### src/rtl/mem_lsu.sv
// mem_lsu: memory-access stage between EX/MEM and MEM/WB.
// Runs one req/ack data-bus transfer per load/store and stalls until done.
package mem_lsu_pkg;
  localparam logic [7:0] EXE_NOP_OP  = 8'b00000000;
  localparam logic [7:0] EXE_OR_OP   = 8'b00100101;
  localparam logic [7:0] EXE_ADDU_OP = 8'b00100001;
  localparam logic [7:0] EXE_LB_OP   = 8'b11100000;
  localparam logic [7:0] EXE_LBU_OP  = 8'b11100100;
  localparam logic [7:0] EXE_LH_OP   = 8'b11100001;
  localparam logic [7:0] EXE_LHU_OP  = 8'b11100101;
  localparam logic [7:0] EXE_LW_OP   = 8'b11100011;
  localparam logic [7:0] EXE_SB_OP   = 8'b11101000;
  localparam logic [7:0] EXE_SH_OP   = 8'b11101001;
  localparam logic [7:0] EXE_SW_OP   = 8'b11101011;
endpackage

module mem_lsu
  import mem_lsu_pkg::*;
#(
  parameter int unsigned TIMEOUT = 255
) (
  input  logic        clk,
  input  logic        rst,
  input  logic [4:0]  wd_i,
  input  logic        wreg_i,
  input  logic [31:0] wdata_i,
  input  logic [7:0]  aluop_i,
  input  logic [31:0] mem_addr_i,
  input  logic [31:0] reg2_i,
  output logic [4:0]  wd_o,
  output logic        wreg_o,
  output logic [31:0] wdata_o,
  output logic        stallreq_o,
  output logic        dbus_req_o,
  output logic        dbus_we_o,
  output logic [31:0] dbus_addr_o,
  output logic [3:0]  dbus_sel_o,
  output logic [31:0] dbus_wdata_o,
  input  logic [31:0] dbus_rdata_i,
  input  logic        dbus_ack_i,
  output logic        align_err_o,
  output logic        bus_err_o,
  output logic [31:0] badaddr_o
);

  typedef enum logic [1:0] {IDLE, REQ, DONE} state_t;

  localparam logic [7:0] CNT_LAST = 8'(TIMEOUT - 1);

  state_t      state;
  logic [7:0]  op;
  logic [1:0]  off;
  logic [7:0]  cnt;
  logic        err;
  logic [31:0] result;

  logic        is_mem;
  logic        is_store;
  logic        misal;
  logic [3:0]  sel_n;
  logic [31:0] wdat_n;
  logic [7:0]  lbyte;
  logic [15:0] lhalf;
  logic [31:0] lfmt;

  always_comb begin
    is_mem   = 1'b1;
    is_store = 1'b0;
    misal    = 1'b0;
    sel_n    = 4'b1111;
    wdat_n   = reg2_i;
    unique case (aluop_i)
      EXE_LB_OP, EXE_LBU_OP, EXE_SB_OP: begin
        is_store = aluop_i == EXE_SB_OP;
        wdat_n   = {4{reg2_i[7:0]}};
        case (mem_addr_i[1:0])
          2'b00:   sel_n = 4'b1000;
          2'b01:   sel_n = 4'b0100;
          2'b10:   sel_n = 4'b0010;
          default: sel_n = 4'b0001;
        endcase
      end
      EXE_LH_OP, EXE_LHU_OP, EXE_SH_OP: begin
        is_store = aluop_i == EXE_SH_OP;
        misal    = mem_addr_i[0];
        wdat_n   = {2{reg2_i[15:0]}};
        sel_n    = mem_addr_i[1] ? 4'b0011 : 4'b1100;
      end
      EXE_LW_OP, EXE_SW_OP: begin
        is_store = aluop_i == EXE_SW_OP;
        misal    = mem_addr_i[1:0] != 2'b00;
      end
      default: is_mem = 1'b0;
    endcase
  end

  // Big-endian lane pick: offset 0 is the most significant byte.
  always_comb begin
    case (off)
      2'b00:   lbyte = dbus_rdata_i[31:24];
      2'b01:   lbyte = dbus_rdata_i[23:16];
      2'b10:   lbyte = dbus_rdata_i[15:8];
      default: lbyte = dbus_rdata_i[7:0];
    endcase
    lhalf = off[1] ? dbus_rdata_i[15:0] : dbus_rdata_i[31:16];
    case (op)
      EXE_LB_OP:  lfmt = {{24{lbyte[7]}}, lbyte};
      EXE_LBU_OP: lfmt = {24'd0, lbyte};
      EXE_LH_OP:  lfmt = {{16{lhalf[15]}}, lhalf};
      EXE_LHU_OP: lfmt = {16'd0, lhalf};
      EXE_LW_OP:  lfmt = dbus_rdata_i;
      default:    lfmt = 32'd0;
    endcase
  end

  always_ff @(posedge clk or negedge rst) begin
    if (!rst) begin
      state        <= IDLE;
      op           <= 8'd0;
      off          <= 2'd0;
      cnt          <= 8'd0;
      err          <= 1'b0;
      result       <= 32'd0;
      dbus_req_o   <= 1'b0;
      dbus_we_o    <= 1'b0;
      dbus_addr_o  <= 32'd0;
      dbus_sel_o   <= 4'd0;
      dbus_wdata_o <= 32'd0;
    end else begin
      case (state)
        IDLE: if (is_mem && !misal) begin
          state        <= REQ;
          op           <= aluop_i;
          off          <= mem_addr_i[1:0];
          cnt          <= 8'd0;
          err          <= 1'b0;
          result       <= 32'd0;
          dbus_req_o   <= 1'b1;
          dbus_we_o    <= is_store;
          dbus_addr_o  <= {mem_addr_i[31:2], 2'b00};
          dbus_sel_o   <= sel_n;
          dbus_wdata_o <= wdat_n;
        end
        REQ: begin
          if (dbus_ack_i) begin
            state      <= DONE;
            result     <= lfmt;
            dbus_req_o <= 1'b0;
          end else if (cnt == CNT_LAST) begin
            state      <= DONE;
            err        <= 1'b1;
            dbus_req_o <= 1'b0;
          end else begin
            cnt <= cnt + 8'd1;
          end
        end
        default: begin
          state <= IDLE;
          err   <= 1'b0;
        end
      endcase
    end
  end

  always_comb begin
    wd_o        = 5'd0;
    wreg_o      = 1'b0;
    wdata_o     = 32'd0;
    stallreq_o  = 1'b0;
    align_err_o = 1'b0;
    bus_err_o   = 1'b0;
    badaddr_o   = 32'd0;
    if (rst) begin
      wd_o = wd_i;
      case (state)
        IDLE: begin
          if (!is_mem) begin
            wreg_o  = wreg_i;
            wdata_o = wdata_i;
          end else if (misal) begin
            align_err_o = 1'b1;
            badaddr_o   = mem_addr_i;
          end else begin
            stallreq_o = 1'b1;
          end
        end
        REQ: stallreq_o = 1'b1;
        default: begin
          if (err) begin
            bus_err_o = 1'b1;
            badaddr_o = mem_addr_i;
          end else if (!dbus_we_o) begin
            wreg_o  = wreg_i;
            wdata_o = result;
          end
        end
      endcase
    end
  end

endmodule

### config.mk
export PLATFORM = sky130hd
export DESIGN_NAME = mem_lsu
export DESIGN_NICKNAME = d
export VERILOG_FILES = /design/src/rtl/mem_lsu.sv
export SDC_FILE = /design/constraint.sdc
export NUM_CORES = 1
export LEC_CHECK = 0
export BUFFER_PORTS_ARGS = -buffer_cell sky130_fd_sc_hd__buf_2
export CAP_MARGIN = 20
export CORE_MARGIN = 2
export CORE_UTILIZATION = 49
export CTS_CLUSTER_DIAMETER = 60
export DETAILED_ROUTE_END_ITERATION = 16
export PLACE_DENSITY = 0.88
export RECOVER_POWER = 50
export SLEW_MARGIN = 20
export SYNTH_ARGS = -nofsm -noshare
export SYNTH_HDL_FRONTEND = slang
export SYNTH_SLANG_ARGS = --single-unit
### constraint.sdc
create_clock -name clk -period 2.4 [get_ports clk]
set_input_delay 0.12 -clock clk [delete_from_list [all_inputs] [get_ports clk]]
set_output_delay 0.12 -clock clk [all_outputs]
set_load 0.005 [all_outputs]
==> reports/qor.yml <==
status: "finished, final reports clean"
pwr-share-seq: 0.395
path_class: "in2out"
yosysSeqAreaShare: 0.446
dr.max_layer_used: "met4"
clockRootBuffer: "clkbuf_16"
ir_drop_v: 0.000514
nets: 1077
ant_nets: 0
syn_inst: 611
wl_met2_um: 11000
crit_path_frequent_cell: "buf_2"
min_period_ns: 2.21
initial_core_util: 0.506
synthArstFlopShare: 1.00
p_sw_uw: 2100
worst_pin_slew_ns: 0.859
drtIter0Drc: 588
finalSetupViolCount: 0
cts_buffers: 17
leakagePower_uw: 0.00445
rsz0062_at_grt: "no"
power.share.clock: 0.346
antenna_found_initial: 4
clk_latency_ns: 0.42
rows: 42
post_cts_buffers: 0
grt-ovfl-total: 0
post-dp-hpwl_um: 14700
relSlewSlack: 0.416
ys_seq_elements: 121
first_pass_iters: 5
hold_path.class: "in2reg"
critPathLaunchType: "primary input"
cp_top_family: "buffers and inverters"
combPwrFrac: 0.259
timing.final.ws_setup_ns: 0.189
fillCellCount: 1007
pwr_density_cell_nw_per_um2: 742
via_per_inst: 5.74
grt_pass1_wl_um: 33700
synth_edf_count: 0
cp_max_fo: 31
grtUsageTotal: 0.295
worstPathArrival_ns: 2.09
cp_cell_sequence: "dlygate4sd3_1 -> buf_2 -> nand2b_1 -> o32a_1 -> o21bai_2 -> buf_4 -> and2_1 -> buf_2"
core_area_um2: 13400
synth_top_flop_cell: "dfrtp_1"
cts_buffer_depth: 2
io_buffers: 285
finClkSkew_ns: 0.00909
wl_met3_um: 1720
io-pin-count: 288
final_common_cell: "buf_2"
cap_violations: 0
place.gp.congestion: 0.929
dieHeight_um: 122
cts.clk_slew.worst_paths_ns: 0.06
p_int_uw: 4840
yosys_warnings: 0
slew_viol_final: 0
vias: 6431
routedWlPerCell_um: 19.5
routed_wl_um: 21900
die_w_um: 122
cp_num_buf_inv: 4
clock_sinks: 121
final_cell_mix: "buf_2 (237), dfrtp_1 (121), mux2_2 (88)"
finalHoldViolations: 0
place_ws_ns: 0.416
htreeDepth: 4
setup_tns_ns: 0
drive_above_1_share: 0.423
ys_types: 63
syn_area_per_cell_um2: 11.1
drc: 0
grt_max_degree: 159
worstSetupEndpointType: "output pin"
syn_area_um2: 6780
wl_met1_um: 8520
timing.final.crit_share: 0.921
worst_path_max_delay_cell: "dlygate4sd3_1"
areaGrowthSynthToFinish_pct: 37.9
cp.required_ns: 2.28
netSwitchingFraction: 0.303
die-area_um2: 14800
cp_slowest_stage_delay_ns: 0.54
tritoncts: "yes"
grt_pass1_vias: 6402
fmax_ghz: 0.452
-- routing by layer --
metal | global-route usage | up-vias
met3 | 0.0763 | 48
met2 | 0.509 | 337
met4 | 0.118 | 0
met1 | 0.352 | 3129
met5 | 0 | -
li1 | - | 2917
-- cell type report --
type,instances,area [µm²],area share
timing repair buffer,351,2020,0.216
inverter,7,26.3,0.00281
multi-input combinational,432,3500,0.375
antenna,4,10.0,0.00107
sequential,121,3030,0.324
clock buffer,22,474,0.0507
clock inverter,8,72.6,0.00776
tap,176,220,0.0235
-- Yosys cell counts (4+ instances only) --
master	count	area share
inv_1	7	0.0039
nor2_1	11	0.0061
dfrtp_1	121	0.45
o21ai_0	25	0.018
nand3_1	4	0.0030
nand4_1	4	0.0037
nand2_1	13	0.0072
clkbuf_1	32	0.018
a21oi_1	20	0.015
mux2_2	88	0.15
o2bb2ai_1	32	0.041
a221o_1	6	0.0089
and4b_1	4	0.0059
mux2i_1	21	0.031
mux4_2	4	0.013
nand2b_1	8	0.0074
nor2b_1	41	0.038
nor3_1	5	0.0037
and2_1	37	0.034
a22oi_1	53	0.059
buf_4	4	0.0044
buf_6	4	0.0066
buf_2	12	0.0089
-- repair_timing --
action / 4_1_cts / 5_1_grt
endpoints found under the setup margin: 0 / 0
hold buffers: 43 / 1
endpoints found under the hold margin: 163 / 1
gates resized for setup: 0 / 0
-- cells by family (layout without fill, tap and decap cells) --
group	count (synthesis)	in the layout	synth area share
AOI/OAI and AO/OA	156	156	0.168
and+or+nand+nor	154	154	0.142
DFF	121	121	0.446
muxes	115	115	0.195
buffers and inverters	59	388	0.0415
xor gates and xnor gates	3	3	0.00387
adders and majority gates	2	2	0.00369
other	1	6	0.000553
-- worst register-to-register path, cell delays in order (launching register included) --
cell and delay (ns):
dfrtp_1 0.49, nor2_1 0.19, and4_1 0.32, and2_4 0.21, buf_12 0.25, mux2_2 0.41
-- path summary, 6_finish.rpt --
| check | end | cells past startpoint | startpoint | slack, ns |
|---|---|---|---|---|
| worst min-delay path | dbus_we_o | 2 | aluop_i[3] | 0.01 |
| worst max register to register | dbus_addr_o[7] | 5 | state[1] | 0.42 |
| worst min register to register | dbus_sel_o[0] | 1 | dbus_sel_o[0] | 0.49 |
| worst max-delay path | badaddr_o[3] | 8 | aluop_i[2] | 0.19 |
| min in group asynchronous | err | 2 | rst | 0.06 |
| max in group asynchronous | dbus_addr_o[26] | 3 | rst | 1.38 |
-- power groups by stage --
stage	registers [µW]	clock network, µW	logic (µW)
after floorplan	2700	0	965
after global placement	2720	0	1690
after detailed placement	2740	0	1760
after CTS	2720	2400	1830
after global routing	2790	2500	1950
final	2740	2400	1800
-- registers in the layout, summed over array words and instances, names as in the netlist --
register	count
state	2
dbus_req_o	1
dbus_sel_o	4
err	1
result	32
off	2
dbus_wdata_o	32
cnt	8
dbus_addr_o	30
dbus_we_o	1
op	8
-- metrics by stage --
stage,hold slack (ns),util,instance area [µm²],cells,total power [µW]
global placement,-0.0868,0.628,8410,1043,4400
finish,0.00969,0.698,9350,1121,6940
CTS,0.000971,0.701,9390,1116,6940
floorplan,-0.176,-,6790,612,3660
global route,0.0157,0.698,9350,1120,7240
detailed placement,-0.0853,0.628,8410,1043,4500
Note: power is estimated with default switching activity, not from simulation.
